==> config.mk <==
export PLATFORM = sky130hd
export DESIGN_NAME = cadena_uart_tx
export DESIGN_NICKNAME = d
export VERILOG_FILES = /design/src/rtl/cadena_uart_tx_pkg.sv /design/src/rtl/uart_tx_byte.sv /design/src/rtl/cadena_uart_tx.sv
export SDC_FILE = /design/constraint.sdc
export NUM_CORES = 1
export LEC_CHECK = 0
export BUFFER_PORTS_ARGS = -buffer_cell sky130_fd_sc_hd__buf_2
export CORE_MARGIN = 2
export CORE_UTILIZATION = 50
export DETAILED_ROUTE_END_ITERATION = 6
export PLACE_DENSITY = 0.83
export SYNTH_ARGS = -nofsm -noshare
export SYNTH_HDL_FRONTEND = slang
export SYNTH_SLANG_ARGS = --single-unit
==> constraint.sdc <==
create_clock -name clk -period 1.8 [get_ports clk]
set_input_delay 0.36 -clock clk [delete_from_list [all_inputs] [get_ports clk]]
set_output_delay 0.36 -clock clk [all_outputs]
set_load 0.02 [all_outputs]
==> src/rtl/cadena_uart_tx_pkg.sv <==
// ============================================================================
// cadena_uart_tx_pkg
// Shared types and constants for the message sequencer and its byte serializer.
// Rev 1.0 - initial release
// ============================================================================
`default_nettype none

package cadena_uart_tx_pkg;

  localparam int c_def_clks_per_bit = 10417;
  localparam int c_def_msg_len      = 32;

  // 8N1 framing
  localparam int c_data_bits = 8;
  localparam int c_stop_bits = 1;

  typedef enum logic [1:0] {
    TOP_IDLE   = 2'd0,
    TOP_LOAD   = 2'd1,
    TOP_FRAME  = 2'd2,
    TOP_FINISH = 2'd3
  } top_state_e;

  typedef enum logic [1:0] {
    BYTE_IDLE  = 2'd0,
    BYTE_START = 2'd1,
    BYTE_DATA  = 2'd2,
    BYTE_STOP  = 2'd3
  } byte_state_e;

endpackage

`default_nettype wire

==> src/rtl/uart_tx_byte.sv <==
// ============================================================================
// uart_tx_byte
// Serializes one byte as start bit, 8 data bits LSB first and one stop bit.
// Rev 1.0 - initial release
// ============================================================================
`default_nettype none

module uart_tx_byte
  import cadena_uart_tx_pkg::*;
#(
  parameter int CLKS_PER_BIT = c_def_clks_per_bit
) (
  input  logic       clk,
  input  logic       reset,
  input  logic       load,
  input  logic [7:0] byte_in,
  output logic       tx,
  output logic       frame_done
);

  localparam int                  c_baud_w    = (CLKS_PER_BIT > 1) ? $clog2(CLKS_PER_BIT) : 1;
  localparam logic [c_baud_w-1:0] c_baud_last = c_baud_w'(CLKS_PER_BIT - 1);
  localparam logic [2:0]          c_last_bit  = 3'(c_data_bits - 1);

  byte_state_e         r_state, w_state_nxt;
  logic [c_baud_w-1:0] r_baud, w_baud_nxt;
  logic [2:0]          r_bit, w_bit_nxt;
  logic [7:0]          r_shift, w_shift_nxt;
  logic                r_tx, w_tx_nxt;
  logic                w_baud_end;

  assign w_baud_end = (r_baud == c_baud_last);
  assign tx         = r_tx;
  assign frame_done = (r_state == BYTE_STOP) && w_baud_end;

  always_ff @(posedge clk or posedge reset) begin
    if (reset) begin
      r_state <= BYTE_IDLE;
      r_baud  <= '0;
      r_bit   <= '0;
      r_shift <= '0;
      r_tx    <= 1'b1;
    end else begin
      r_state <= w_state_nxt;
      r_baud  <= w_baud_nxt;
      r_bit   <= w_bit_nxt;
      r_shift <= w_shift_nxt;
      r_tx    <= w_tx_nxt;
    end
  end

  always_comb begin
    w_state_nxt = r_state;
    w_baud_nxt  = w_baud_end ? '0 : r_baud + 1'b1;
    w_bit_nxt   = r_bit;
    w_shift_nxt = r_shift;
    w_tx_nxt    = r_tx;
    case (r_state)
      BYTE_IDLE: begin
        w_baud_nxt = '0;
        w_tx_nxt   = 1'b1;
        if (load) begin
          w_state_nxt = BYTE_START;
          w_shift_nxt = byte_in;
          w_bit_nxt   = '0;
          w_tx_nxt    = 1'b0;
        end
      end
      BYTE_START: begin
        if (w_baud_end) begin
          w_state_nxt = BYTE_DATA;
          w_tx_nxt    = r_shift[0];
        end
      end
      BYTE_DATA: begin
        // The line always shows r_shift[0]; shifting right exposes the next bit.
        if (w_baud_end) begin
          if (r_bit == c_last_bit) begin
            w_state_nxt = BYTE_STOP;
            w_bit_nxt   = '0;
            w_tx_nxt    = 1'b1;
          end else begin
            w_bit_nxt   = r_bit + 3'd1;
            w_shift_nxt = {1'b0, r_shift[7:1]};
            w_tx_nxt    = r_shift[1];
          end
        end
      end
      BYTE_STOP: begin
        if (w_baud_end) begin
          w_state_nxt = BYTE_IDLE;
          w_tx_nxt    = 1'b1;
        end
      end
      default: begin
        w_state_nxt = BYTE_IDLE;
        w_tx_nxt    = 1'b1;
      end
    endcase
  end

endmodule

`default_nettype wire

==> src/rtl/cadena_uart_tx.sv <==
// ============================================================================
// cadena_uart_tx
// Walks character indices 0..MSG_LEN-1 through an external lookup and sends
// each returned byte over an 8N1 UART line, pulsing done after the last one.
// Rev 1.0 - initial release
// ============================================================================
`default_nettype none

module cadena_uart_tx
  import cadena_uart_tx_pkg::*;
#(
  parameter int CLKS_PER_BIT = c_def_clks_per_bit,
  parameter int MSG_LEN      = c_def_msg_len
) (
  input  logic        clk,
  input  logic        reset,
  input  logic        start,
  output logic [5:0]  car_cont,
  input  logic [31:0] dato,
  output logic        tx,
  output logic        busy,
  output logic        done
);

  localparam logic [5:0] c_last_idx = 6'(MSG_LEN - 1);

  top_state_e r_state, w_state_nxt;
  logic [5:0] r_car_cont, w_car_nxt;
  logic       r_busy, w_busy_nxt;
  logic       r_done, w_done_nxt;
  logic       w_load;
  logic       w_frame_done;
  logic       w_unused_dato;

  // Only the ASCII byte of the lookup word is transmitted.
  assign w_unused_dato = ^dato[31:8];

  assign car_cont = r_car_cont;
  assign busy     = r_busy;
  assign done     = r_done;

  uart_tx_byte #(
    .CLKS_PER_BIT(CLKS_PER_BIT)
  ) u_byte (
    .clk       (clk),
    .reset     (reset),
    .load      (w_load),
    .byte_in   (dato[7:0]),
    .tx        (tx),
    .frame_done(w_frame_done)
  );

  always_ff @(posedge clk or posedge reset) begin
    if (reset) begin
      r_state    <= TOP_IDLE;
      r_car_cont <= '0;
      r_busy     <= 1'b0;
      r_done     <= 1'b0;
    end else begin
      r_state    <= w_state_nxt;
      r_car_cont <= w_car_nxt;
      r_busy     <= w_busy_nxt;
      r_done     <= w_done_nxt;
    end
  end

  always_comb begin
    w_state_nxt = r_state;
    w_car_nxt   = r_car_cont;
    w_busy_nxt  = r_busy;
    w_done_nxt  = 1'b0;
    w_load      = 1'b0;
    case (r_state)
      TOP_IDLE: begin
        if (start) begin
          w_state_nxt = TOP_LOAD;
          w_busy_nxt  = 1'b1;
          w_car_nxt   = '0;
        end
      end
      TOP_LOAD: begin
        // car_cont has been stable a full cycle, so dato has settled.
        w_load      = 1'b1;
        w_state_nxt = TOP_FRAME;
      end
      TOP_FRAME: begin
        if (w_frame_done) begin
          if (r_car_cont == c_last_idx) begin
            w_state_nxt = TOP_FINISH;
          end else begin
            w_car_nxt   = r_car_cont + 6'd1;
            w_state_nxt = TOP_LOAD;
          end
        end
      end
      TOP_FINISH: begin
        w_done_nxt  = 1'b1;
        w_busy_nxt  = 1'b0;
        w_car_nxt   = '0;
        w_state_nxt = TOP_IDLE;
      end
      default: begin
        w_state_nxt = TOP_IDLE;
      end
    endcase
  end

endmodule

`default_nettype wire

==> results.txt, run 1 <==
----------------------------------------------------
[Power and ir drop]
  Cell internal power dissipation ... 2.360 mW
  Maximum ir drop on the vdd rail ... 0.0007071 V
  Total design power ... 3.949 mW
  Combinational fraction of design power ... 0.536
  Net Switching ... 1.590 mW
  Leak pwr ... 1.362 nW
  Sequential cell fraction of total power ... 0.306
  Switching share of power ... 0.4025
  Pwr dens ... 1371 mW/mm^2
  Part of the total power dissipated in the clock network ... 0.158

[Cells and area]
  Final-stage net count ... 349
  Final Cell Area ... 0.002880 sq mm
  Signed area change from the synthesized netlist to the final layout ... 26.76%
  Antenna cells ... 0
  Fill count ... 344
  Fraction of layout cells with a size suffix above 1 ... 0.3090
  Post-layout utilization of the core ... 0.6615

[Critical path]
  Type of destination of the critical path ... register
  Worst setup path startpoint ... u_byte.r_baud[9]$_DFF_PP0_
  R2r startpoint ... u_byte.r_baud[9]$_DFF_PP0_
  Kind of launch point of the worst setup path ... register
  Crit path max fanout ... 5
  Arrival time of data at the critical path endpoint ... 2140 ps
  Critical path start-end classification ... register to register
  Worst EP required ... 2020 ps

[Logic synthesis]
  Most common library cells after synthesis ... sky130_fd_sc_hd__dfrtp_1, sky130_fd_sc_hd__nor2_1, sky130_fd_sc_hd__inv_1
  Share of flip-flops with an asynchronous set or reset ... 1.000
  Top-count cell post-synth ... sky130_fd_sc_hd__dfrtp_1
  Number of instances in the synthesized netlist ... 243
  Avg Inst Size Synth ... 9.351 sq um
  Combined area of all synthesized cells ... 0.002272 sq mm
  Prevailing post-synth register cell ... sky130_fd_sc_hd__dfrtp_1
  Top cell type's share of synthesized area ... 0.4075
  Most area-hungry cell type in the Yosys netlist ... sky130_fd_sc_hd__dfrtp_1
  Post-synthesis sequential element count ... 38
  Synth Net Count ... 292
  Synth Warn # ... 0
  Number of enable flip-flop cells after synthesis ... 0
  Cell types occupying the most area after synthesis ... sky130_fd_sc_hd__dfrtp_1, sky130_fd_sc_hd__ha_1, sky130_fd_sc_hd__nor2_1
  Netlist cell types ... 56
  Portion of the post-synthesis area used by sequential elements ... 0.4191

[STA]
  Fin Clk Skew ... 9.761 ps
  Final Cycle Share ... 1.067
  Setup violation total in the final timing report ... 14
  Highest clock rate ... 520.7 MHz
  Setup slack of the critical path after layout ... -120.6 ps
  Max-slew violation count ... 0
  Min Tclk post-route ... 1921 ps
  Final-report hold violation count ... 0
  Slew at the pin closest to its max-slew limit ... 576.6 ps
  Worst slew slack as a fraction of its limit ... 0.6148
  Total negative slack for setup checks ... -759.2 ps
  RSZ-0062 raised after global routing ... yes

[Detailed routing]
  Via-to-Cell Ratio ... 5.768
  Routed vias ... 2,036
  DRC ... 0
  Detailed-routing iteration count for the pre-antenna-repair pass ... 4
  Post-route ant nets ... 0
  1st-iter DRT viols ... 168
  Detailed-route wire length ... 5.404 mm
  Average wire per cell in the routed design ... 15.31 microns

[Global routing]
  Number of antenna violations at the first check in global routing ... 0
  GRT Total Usage ... 0.2177
  Via count of the first global-routing pass ... 2,021
  Global-route wire length before repair ... 8.825 mm
  Overall overflow remaining after global route ... 0
  Maximum number of pins on one net before global-route repair ... 39

[Job]
  Max-Cap Viols ... 0

[Clock network]
  Inserted Clock Buffers ... 5
  Number of buffers inserted by hold repair at cts ... 0
  CTS H-tree lvls ... 2
  Number of clock sinks ... 38
  Clock latency on the worst-skew pair ... 300 ps
  Clock-pin slew of the registers on the worst-case setup and hold paths ... 80 ps
  Root buffer selected by CTS ... sky130_fd_sc_hd__clkbuf_8
  Maximum buffer depth of the clock tree ... 2
  TritonCTS clock tree ... done

[Min path]
  Hold crit path type ... input port to async pin

[Floorplan]
  Total I/O pin count ... 44
  Placement Rows ... 24
  Starting utilization of the core area ... 0.5218
  Die outline height ... 71.41 microns
  Horizontal die dimension ... 71.41 microns
  Total Die Area ... 0.005099 sq mm
  Total core area ... 0.004354 sq mm

[Outcome]
  Status ... finished, violations left
  Violations in the final reports ... setup timing

[Place]
  # port buffers ... 19
  Placed Area ... 0.002656 sq mm
  DP HPWL ... 3.550 mm
  GPL Wtd Cong ... 0.8185

----------------------------------------------------
[through the flow]
step / instances / hold slack, ps / setup slack (ps)
2_1_floorplan: 243 / 460.1 / -27.67
3_3_place_gp: 339 / 478.5 / -80.73
3_5_place_dp: 339 / 493.2 / -117.5
4_1_cts: 350 / 179.3 / -84.61
5_1_grt: 353 / 226.2 / -148.4
6_report: 353 / 152.5 / -120.6
[kinds of logic (layout without fill, tap and decap cells)]
kind of cell / count (synthesis) / count (layout) / share of synthesized area
and+or+nand+nor: 102 / 102 / 0.2467
AOI/OAI and AO/OA: 45 / 45 / 0.1448
DFF: 38 / 38 / 0.4191
buffers and inverters: 29 / 87 / 0.05176
adders and majority gates: 14 / 14 / 0.07709
xor gates and xnor gates: 11 / 11 / 0.04240
muxes: 4 / 4 / 0.01817
[worst max-delay path, stage by stage, from the launching register on]
cell,delay [ps]
sky130_fd_sc_hd__dfrtp_1,410
sky130_fd_sc_hd__or4b_4,590
sky130_fd_sc_hd__buf_6,150
sky130_fd_sc_hd__nor4_4,390
sky130_fd_sc_hd__nand4_1,160
sky130_fd_sc_hd__a2bb2oi_2,150
[cell usage in the layout (no fill, tap or decap), types with 4 or more instances in the layout]
cell	count
sky130_fd_sc_hd__nand4_1	8
sky130_fd_sc_hd__nor3_1	5
sky130_fd_sc_hd__nand2b_1	4
sky130_fd_sc_hd__nand3_1	14
sky130_fd_sc_hd__buf_4	34
sky130_fd_sc_hd__o21ai_0	5
sky130_fd_sc_hd__a31oi_1	4
sky130_fd_sc_hd__ha_1	10
sky130_fd_sc_hd__buf_6	4
sky130_fd_sc_hd__ha_2	4
sky130_fd_sc_hd__nor2_1	29
sky130_fd_sc_hd__inv_1	22
sky130_fd_sc_hd__nand2_1	14
sky130_fd_sc_hd__clkbuf_8	6
sky130_fd_sc_hd__dfrtp_1	37
sky130_fd_sc_hd__buf_2	19
sky130_fd_sc_hd__and2_1	4
sky130_fd_sc_hd__o22a_1	6
sky130_fd_sc_hd__xnor2_1	7
sky130_fd_sc_hd__xor2_1	4
[cell type report]
type	count	area, sq um	area share
timing repair buffer	57	395.4	0.1373
multi-input combinational	176	1290	0.4479
tap	52	65.06	0.02259
inverter	22	82.58	0.02867
clock buffer	6	82.58	0.02867
sequential	38	952.2	0.3306
clock inverter	2	12.51	0.004344
[sequential cells by signal, indices dropped and copies added (netlist names)]
name and flops:
done 1, r_state 2, u_byte.tx 1, u_byte.r_bit 3, u_byte.r_shift 8, busy 1
u_byte.r_state 2, car_cont 6, u_byte.r_baud 14
[metal layers]
layer,vias to the layer above,wire length (microns),GRT usage
met5,-,0,0
met1,999,2227,0.2633
met4,0,94,0.07757
li1,980,-,-
met2,46,2886,0.3817
met3,11,195,0.04782
[power groups by stage]
stage	registers (mW)	clock network, mW	logic, mW
3_3_place_gp	1.21	0	1.84
3_5_place_dp	1.22	0	1.93
2_1_floorplan	1.26	0	1.22
4_1_cts	1.21	0.631	2.04
6_report	1.21	0.624	2.12
5_1_grt	1.24	0.675	2.32
[path summary, 6_finish.rpt]
| check | end | slack [ps] | cells past startpoint |
|---|---|---|---|
| setup / recovery | u_byte.r_state[0]$_DFFE_PP0P_ | -120 | 5 |
| hold / removal | r_state[1]$_DFFE_PP0P_ | 150 | 3 |
| setup reg to reg | u_byte.r_state[0]$_DFFE_PP0P_ | -120 | 5 |
| hold reg to reg | u_byte.r_shift[5]$_DFFE_PP0P_ | 520 | 1 |
| max in group asynchronous | u_byte.tx$_DFFE_PP1P_ | 1270 | 3 |
| min in group clk | u_byte.r_shift[7]$_DFFE_PP0P_ | 270 | 3 |
[repair_timing]
action,CTS,global route
setup buffers,3,3
gates resized for setup,12,11
setup endpoints to repair,15,34
pin swaps,19,3
No activity file was read; power rests on OpenSTA's default activity.
==> run 2, diff against run 1 <==
- MAX_ROUTING_LAYER: default -> met4
- RECOVER_POWER: default -> 100
==> results.txt, run 2 (synthesis gave the netlist of run 1 again) <==
----------------------------------------------------
[Critical path]
  Type of destination of the critical path ... register (unchanged)
  Crit path max fanout ... 5 (unchanged)
  Destination of the worst register-to-register timing path ... u_byte.r_state[0]$_DFFE_PP0P_ (unchanged)
  Timing endpoint of the critical path ... u_byte.r_state[0]$_DFFE_PP0P_ (unchanged)
  R2r startpoint ... u_byte.r_baud[9]$_DFF_PP0_ (unchanged)
  Arrival time of data at the critical path endpoint ... 2140 ps (about the same)
  Worst setup path startpoint ... u_byte.r_baud[9]$_DFF_PP0_ (unchanged)
  Kind of launch point of the worst setup path ... register (unchanged)
  Worst-case register-to-register setup slack ... -120 ps (about the same)
  Critical path start-end classification ... register to register (unchanged)
  Worst EP required ... 2020 ps (about the same)
  Depth of the most critical reg-to-reg path ... 5 (unchanged)

[Cells and area]
  Signed area change from the synthesized netlist to the final layout ... 26.27% (was 26.76%)
  Number of flip-flops under the largest register name ... 14 (unchanged)
  Final-stage net count ... 349 (unchanged)
  Largest register by flop count ... u_byte.r_baud (unchanged)
  Leading cell type in the layout, fill and taps excluded ... sky130_fd_sc_hd__dfrtp_1 (unchanged)
  Post-layout utilization of the core ... 0.6589 (was 0.6615)
  Most frequent cells in the layout ... sky130_fd_sc_hd__dfrtp_1, sky130_fd_sc_hd__buf_4, sky130_fd_sc_hd__nor2_1, sky130_fd_sc_hd__inv_1, sky130_fd_sc_hd__buf_2 (unchanged)
  Post-route non-filler standard cell count ... 353 (unchanged)
  Fraction of layout cells with a size suffix above 1 ... 0.2924 (was 0.3090)
  Antenna cells ... 0 (unchanged)

[Power and ir drop]
  Part of the total power dissipated in the clock network ... 0.158 (about the same)
  Net Switching ... 1.592 mW (was 1.590 mW)
  Sequential cell fraction of total power ... 0.307 (was 0.306)
  Switching share of power ... 0.4044 (was 0.4025)
  Leak pwr ... 1.343 nW (was 1.362 nW)
  Combinational fraction of design power ... 0.535 (was 0.536)
  Maximum ir drop on the vdd rail ... 0.0007049 V (was 0.0007071 V)
  Pwr dens ... 1372 mW/mm^2 (was 1371 mW/mm^2)
  Cell internal power dissipation ... 2.345 mW (was 2.360 mW)

[STA]
  Min Tclk post-route ... 1917 ps (was 1921 ps)
  Max-slew violation count ... 0 (unchanged)
  Final-report hold violation count ... 0 (unchanged)
  RSZ-0062 raised after global routing ... yes (unchanged)
  Setup violation total in the final timing report ... 14 (unchanged)
  Setup slack of the critical path after layout ... -117.5 ps (was -120.6 ps)
  Highest clock rate ... 521.5 MHz (was 520.7 MHz)
  Final Cycle Share ... 1.065 (was 1.067)
  Slew at the pin closest to its max-slew limit ... 941.9 ps (was 576.6 ps)
  Fin Clk Skew ... 8.375 ps (was 9.761 ps)
  Worst slew slack as a fraction of its limit ... 0.3721 (was 0.6148)

[Place]
  Placed cells ... 339 (unchanged)
  Worst Setup Slack post-DPL ... -117.5 ps (unchanged)
  # port buffers ... 19 (unchanged)
  GPL Wtd Cong ... 0.8307 (was 0.8185)
  DP HPWL ... 3.550 mm (unchanged)

[Outcome]
  Violations in the final reports ... setup timing (unchanged)
  Status ... finished, violations left (unchanged)

[Floorplan]
  Placement Rows ... 24 (unchanged)
  Starting utilization of the core area ... 0.5218 (unchanged)
  Total I/O pin count ... 44 (unchanged)
  Horizontal die dimension ... 71.41 microns (unchanged)
  Total Die Area ... 0.005099 sq mm (unchanged)
  Die outline height ... 71.41 microns (unchanged)
  Total core area ... 0.004354 sq mm (unchanged)

[Clock network]
  CTS H-tree lvls ... 2 (unchanged)
  Clock-pin slew of the registers on the worst-case setup and hold paths ... 80 ps (about the same)
  TritonCTS clock tree ... done (unchanged)
  Inserted Clock Buffers ... 5 (unchanged)
  Number of clock sinks ... 38 (unchanged)
  Clock latency on the worst-skew pair ... 290 ps (was 300 ps)
  Root buffer selected by CTS ... sky130_fd_sc_hd__clkbuf_8 (unchanged)
  Number of buffers inserted by hold repair at cts ... 0 (unchanged)
  Maximum buffer depth of the clock tree ... 2 (unchanged)

[Global routing]
  GRT Total Usage ... 0.2243 (was 0.2177)
  Maximum number of pins on one net before global-route repair ... 39 (unchanged)
  Number of antenna violations at the first check in global routing ... 0 (unchanged)
  Overall overflow remaining after global route ... 0 (unchanged)
  Via count of the first global-routing pass ... 2,019 (was 2,021)
  Global-route wire length before repair ... 8.832 mm (was 8.825 mm)

[Job]
  Max-Cap Viols ... 0 (unchanged)

[Detailed routing]
  Via-to-Cell Ratio ... 5.765 (was 5.768)
  Routed vias ... 2,035 (was 2,036)
  Average wire per cell in the routed design ... 15.31 microns (about the same)
  1st-iter DRT viols ... 156 (was 168)
  DRC ... 0 (unchanged)
  Detailed-routing iteration count for the pre-antenna-repair pass ... 4 (unchanged)
  Detailed-route wire length ... 5.406 mm (was 5.404 mm)
  Post-route ant nets ... 0 (unchanged)

[Min path]
  Hold crit path type ... input port to register (was input port to async pin)

----------------------------------------------------
[run 2: cell types whose count changed in the layout (fill, tap and decap cells not counted), sizes merged]
cell	before	now
clkbuf	6	12
buf	57	51
[run 2: metal layers]
metal	share of wire	up-vias	track usage
met1	0.41	999	0.2633
li1	-	979	-
met3	0.038	11	0.04782
met4	0.017	0	0.07757
met5	0	-	-
met2	0.53	46	0.3817
[run 2: final cells by class]
class,instances,area (sq um)
Clock buffer,6,82.58
Clock inverter,2,12.51
Fill cell,347,1485
Inverter,22,82.58
Multi-Input combinational cell,176,1290
Sequential cell,38,952.2
Tap cell,52,65.06
Timing Repair Buffer,57,384.1
[run 2: metrics by stage]
| stage | total power [mW] | TNS, ps | hold WS (ps) | area [sq um] |
|---|---|---|---|---|
| 3_5_place_dp | 3.147 | -1170 | 493.2 | 2656 |
| 2_1_floorplan | 2.478 | -197.1 | 460.1 | 2292 |
| 4_1_cts | 3.875 | -649.5 | 179.3 | 2825 |
| 3_3_place_gp | 3.050 | -531.6 | 478.5 | 2656 |
| 6_report | 3.937 | -727.0 | 273.3 | 2869 |
| 5_1_grt | 4.220 | -1864 | 289.9 | 2869 |
[run 2: repair_timing]
action / 4_1_cts / 5_1_grt
endpoints found under the setup margin: 15 / 34
cloned: 0 / 0
buffers inserted: 3 / 3
gates resized for setup: 12 / 11
pin swaps: 19 / 3
[run 2: how the worst min path moves through the flow]
stage | startpoint | end | cells past startpoint
after global routing | dato[7] | u_byte.r_shift[7]$_DFFE_PP0P_ | 3
final | dato[7] | u_byte.r_shift[7]$_DFFE_PP0P_ | 3
after detailed placement | u_byte.r_bit[1]$_DFFE_PP0P_ | u_byte.r_bit[1]$_DFFE_PP0P_ | 1
after floorplan | u_byte.r_bit[1]$_DFFE_PP0P_ | u_byte.r_bit[1]$_DFFE_PP0P_ | 1
after CTS | reset | r_state[1]$_DFFE_PP0P_ | 3
after global placement | u_byte.r_bit[1]$_DFFE_PP0P_ | u_byte.r_bit[1]$_DFFE_PP0P_ | 1
[run 2: power by group through the flow]
| stage | combinational, mW | clock, mW | sequential [mW] |
|---|---|---|---|
| detailed placement | 1.93 | 0 | 1.22 |
| finish | 2.11 | 0.623 | 1.21 |
| global route | 2.31 | 0.675 | 1.24 |
| global placement | 1.84 | 0 | 1.21 |
| floorplan | 1.22 | 0 | 1.26 |
| CTS | 2.04 | 0.631 | 1.21 |
[run 2: worst max-delay path, stage by stage (launching register included)]
cell and delay (ps):
sky130_fd_sc_hd__dfrtp_1 410, sky130_fd_sc_hd__or4b_4 590, sky130_fd_sc_hd__buf_6 150, sky130_fd_sc_hd__nor4_4 390, sky130_fd_sc_hd__nand4_1 160, sky130_fd_sc_hd__a2bb2oi_2 150
==> run 3, diff against run 2 <==
- ABC_AREA: default -> 1
- CORE_UTILIZATION: 50 -> 49
- PLACE_DENSITY: 0.83 -> 0.82
==> results.txt, run 3 <==
----------------------------------------------------
[Critical path]
  Kind of launch point of the worst setup path ... register (unchanged)
  Type of destination of the critical path ... register (unchanged)
  Depth of the most critical reg-to-reg path ... 12 (was 5)
  Destination of the worst register-to-register timing path ... r_state[1]$_DFFE_PP0P_ (was u_byte.r_state[0]$_DFFE_PP0P_)
  Worst-case register-to-register setup slack ... 160 ps (was -120 ps)
  R2r startpoint ... u_byte.r_baud[0]$_DFF_PP0_ (was u_byte.r_baud[9]$_DFF_PP0_)
  Worst EP required ... 1990 ps (was 2020 ps)
  Timing endpoint of the critical path ... r_state[1]$_DFFE_PP0P_ (was u_byte.r_state[0]$_DFFE_PP0P_)
  Arrival time of data at the critical path endpoint ... 1830 ps (was 2140 ps)
  Critical path start-end classification ... register to register (unchanged)
  Worst setup path startpoint ... u_byte.r_baud[0]$_DFF_PP0_ (was u_byte.r_baud[9]$_DFF_PP0_)
  Crit path max fanout ... 3 (was 5)

[Detailed routing]
  Routed vias ... 1,759 (was 2,035)
  Average wire per cell in the routed design ... 12.73 microns (was 15.31 microns)
  Detailed-route wire length ... 4.367 mm (was 5.406 mm)
  Via-to-Cell Ratio ... 5.128 (was 5.765)
  DRC ... 0 (unchanged)
  Post-route ant nets ... 0 (unchanged)
  1st-iter DRT viols ... 143 (was 156)
  Detailed-routing iteration count for the pre-antenna-repair pass ... 4 (unchanged)

[Cells and area]
  FF+latch area ... 952.2 sq um (unchanged)
  Final Cell Area ... 0.002482 sq mm (was 0.002869 sq mm)
  Antenna cells ... 0 (unchanged)
  Signed area change from the synthesized netlist to the final layout ... 13.96% (was 26.27%)
  Leading cell type in the layout, fill and taps excluded ... sky130_fd_sc_hd__nand2_1 (was sky130_fd_sc_hd__dfrtp_1)
  Fraction of layout cells with a size suffix above 1 ... 0.1546 (was 0.2924)
  Post-route non-filler standard cell count ... 343 (was 353)
  Fill count ... 402 (was 347)
  Number of flip-flops under the largest register name ... 14 (unchanged)
  Post-layout utilization of the core ... 0.5741 (was 0.6589)
  Multi-input combinational cell area ... 0.001101 sq mm (was 0.001290 sq mm)
  Most frequent cells in the layout ... sky130_fd_sc_hd__nand2_1, sky130_fd_sc_hd__dfrtp_1, sky130_fd_sc_hd__inv_1, sky130_fd_sc_hd__nor2_1, sky130_fd_sc_hd__o21ai_0 (was sky130_fd_sc_hd__dfrtp_1, sky130_fd_sc_hd__buf_4, sky130_fd_sc_hd__nor2_1, sky130_fd_sc_hd__inv_1, sky130_fd_sc_hd__buf_2)
  Final-stage net count ... 339 (was 349)
  Largest register by flop count ... u_byte.r_baud (unchanged)

[Logic synthesis]
  Share of flip-flops with an asynchronous set or reset ... 1.000 (unchanged)
  Post-synthesis sequential element count ... 38 (unchanged)
  Portion of the post-synthesis area used by sequential elements ... 0.4371 (was 0.4191)
  Cell types occupying the most area after synthesis ... sky130_fd_sc_hd__dfrtp_1, sky130_fd_sc_hd__nand2_1, sky130_fd_sc_hd__ha_1 (was sky130_fd_sc_hd__dfrtp_1, sky130_fd_sc_hd__ha_1, sky130_fd_sc_hd__nor2_1)
  Synth Net Count ... 306 (was 292)
  Synth Warn # ... 0 (unchanged)
  Most common library cells after synthesis ... sky130_fd_sc_hd__nand2_1, sky130_fd_sc_hd__dfrtp_1, sky130_fd_sc_hd__inv_1, sky130_fd_sc_hd__nor2_1, sky130_fd_sc_hd__ha_1 (was sky130_fd_sc_hd__dfrtp_1, sky130_fd_sc_hd__nor2_1, sky130_fd_sc_hd__inv_1)
  Number of instances in the synthesized netlist ... 257 (was 243)
  Top-count cell post-synth ... sky130_fd_sc_hd__nand2_1 (was sky130_fd_sc_hd__dfrtp_1)
  Avg Inst Size Synth ... 8.476 sq um (was 9.351 sq um)
  Combined area of all synthesized cells ... 0.002178 sq mm (was 0.002272 sq mm)
  Number of enable flip-flop cells after synthesis ... 0 (unchanged)
  Netlist cell types ... 33 (was 56)
  Top cell type's share of synthesized area ... 0.4250 (was 0.4075)
  Most area-hungry cell type in the Yosys netlist ... sky130_fd_sc_hd__dfrtp_1 (unchanged)
  Prevailing post-synth register cell ... sky130_fd_sc_hd__dfrtp_1 (unchanged)

[Floorplan]
  Total Die Area ... 0.004995 sq mm (was 0.005099 sq mm)
  Starting utilization of the core area ... 0.5038 (was 0.5218)
  Horizontal die dimension ... 70.68 microns (was 71.41 microns)
  Die outline height ... 70.68 microns (was 71.41 microns)
  Total I/O pin count ... 44 (unchanged)
  Placement Rows ... 24 (unchanged)
  Total core area ... 0.004324 sq mm (was 0.004354 sq mm)

[Clock network]
  TritonCTS clock tree ... done (unchanged)
  Number of clock sinks ... 38 (unchanged)
  Root buffer selected by CTS ... sky130_fd_sc_hd__clkbuf_8 (unchanged)
  Number of buffers inserted by hold repair at cts ... 0 (unchanged)
  Maximum buffer depth of the clock tree ... 2 (unchanged)
  Inserted Clock Buffers ... 5 (unchanged)
  Clock-pin slew of the registers on the worst-case setup and hold paths ... 80 ps (about the same)
  CTS H-tree lvls ... 2 (unchanged)
  Clock latency on the worst-skew pair ... 290 ps (about the same)

[STA]
  Slew at the pin closest to its max-slew limit ... 938.7 ps (was 941.9 ps)
  Min Tclk post-route ... 1639 ps (was 1917 ps)
  Worst slew slack as a fraction of its limit ... 0.3742 (was 0.3721)
  Setup violation total in the final timing report ... 0 (was 14)
  Highest clock rate ... 610.0 MHz (was 521.5 MHz)
  Final Cycle Share ... 0.9108 (was 1.065)
  Setup slack of the critical path after layout ... 160.6 ps (was -117.5 ps)
  RSZ-0062 raised after global routing ... no (was yes)
  Fin Clk Skew ... 4.994 ps (was 8.375 ps)
  Max-slew violation count ... 0 (unchanged)
  WHS ... 336.2 ps (was 273.3 ps)
  Final-report hold violation count ... 0 (unchanged)
  Total negative slack for setup checks ... 0 ps (was -727.0 ps)

[Global routing]
  Number of antenna violations at the first check in global routing ... 0 (unchanged)
  Overall overflow remaining after global route ... 0 (unchanged)
  Maximum number of pins on one net before global-route repair ... 39 (unchanged)
  Global-route wire length before repair ... 7.541 mm (was 8.832 mm)
  GRT Total Usage ... 0.1913 (was 0.2243)
  Via count of the first global-routing pass ... 1,720 (was 2,019)

[Job]
  Max-Cap Viols ... 0 (unchanged)

[Place]
  Worst Setup Slack post-DPL ... 108.5 ps (was -117.5 ps)
  Placed cells ... 333 (was 339)
  Placed Area ... 0.002372 sq mm (was 0.002656 sq mm)
  GPL Wtd Cong ... 0.8632 (was 0.8307)
  # port buffers ... 19 (unchanged)
  DP HPWL ... 2.896 mm (was 3.550 mm)

[Power and ir drop]
  Pwr dens ... 1521 mW/mm^2 (was 1372 mW/mm^2)
  Part of the total power dissipated in the clock network ... 0.193 (was 0.158)
  Switching share of power ... 0.4245 (was 0.4044)
  Leak pwr ... 1.168 nW (was 1.343 nW)
  Maximum ir drop on the vdd rail ... 0.0009901 V (was 0.0007049 V)
  Sequential cell fraction of total power ... 0.337 (was 0.307)
  Total design power ... 3.775 mW (was 3.937 mW)
  Combinational fraction of design power ... 0.470 (was 0.535)
  Cell internal power dissipation ... 2.173 mW (was 2.345 mW)
  Net Switching ... 1.603 mW (was 1.592 mW)

[Min path]
  Hold crit path type ... input port to async pin (was input port to register)

[Outcome]
  Status ... finished, final reports clean (was finished, violations left)

----------------------------------------------------
run 3: changes by cell type after synthesis, moves of 5 or more:
cell / change
sky130_fd_sc_hd__o21ai_0: +5
sky130_fd_sc_hd__o21ai_2: +8
sky130_fd_sc_hd__inv_1: +6
sky130_fd_sc_hd__a21oi_1: +5
sky130_fd_sc_hd__clkbuf_1: -5
sky130_fd_sc_hd__o22a_1: -6
sky130_fd_sc_hd__nand2_1: +44
run 3: what timing repair did:
action | CTS | global route
endpoints found under the setup margin | 0 | 16
buffers inserted | 0 | 1
resized for setup | 0 | 7
run 3: critical path, stage by stage, from the launching register on:
cell,delay (ps)
sky130_fd_sc_hd__dfrtp_1,410
sky130_fd_sc_hd__inv_2,90
sky130_fd_sc_hd__ha_1,150
sky130_fd_sc_hd__inv_1,40
sky130_fd_sc_hd__nor2_1,90
sky130_fd_sc_hd__nand2_1,70
sky130_fd_sc_hd__nor2_2,120
sky130_fd_sc_hd__nand3_1,130
sky130_fd_sc_hd__nand2_2,130
sky130_fd_sc_hd__buf_4,120
sky130_fd_sc_hd__nand2_1,50
sky130_fd_sc_hd__nand2_1,80
sky130_fd_sc_hd__nand2_1,50
run 3: kinds of logic (layout without fill, tap and decap cells):
group	Yosys count	in the layout	share of synthesized area
AND/OR/NAND/NOR	126	127	0.2694
flip-flops	38	38	0.4371
AO/OA/AOI/OAI	34	34	0.09937
buffers and inverters	33	66	0.06203
adder cells (fa/ha/maj)	14	14	0.08041
XOR/XNOR	6	6	0.02413
multiplexers	6	6	0.02757
run 3: worst min-delay path by stage:
stage	endpoint	slack [ps]	from
after global placement	u_byte.r_baud[0]$_DFF_PP0_	440	u_byte.r_baud[0]$_DFF_PP0_
final	car_cont[2]$_DFFE_PP0P_	340	reset
after global routing	u_byte.r_shift[1]$_DFFE_PP0P_	370	dato[1]
after floorplan	u_byte.r_baud[0]$_DFF_PP0_	430	u_byte.r_baud[0]$_DFF_PP0_
after detailed placement	u_byte.r_baud[0]$_DFF_PP0_	460	u_byte.r_baud[0]$_DFF_PP0_
after CTS	car_cont[2]$_DFFE_PP0P_	190	reset
run 3: power groups by stage:
stage | Combinational, mW | Clock, mW | Sequential [mW]
CTS | 1.76 | 0.737 | 1.27
finish | 1.78 | 0.728 | 1.27
global placement | 1.70 | 0 | 1.27
detailed placement | 1.75 | 0 | 1.28
global route | 2.02 | 0.778 | 1.31
floorplan | 1.32 | 0 | 1.30
run 3: routing by layer:
layer	track usage	part of all wire
met4	0.07338	0.0096
met2	0.3187	0.50
met1	0.2328	0.46
met3	0.03419	0.022
met5	-	0
run 3: cell type report:
cell class | instances | share of cell area
multi-input combinational | 187 | 0.4436
sequential | 38 | 0.3836
timing repair buffer | 27 | 0.05544
inverter | 31 | 0.04688
clock buffer | 6 | 0.02923
tap | 52 | 0.02621
clock inverter | 2 | 0.01512
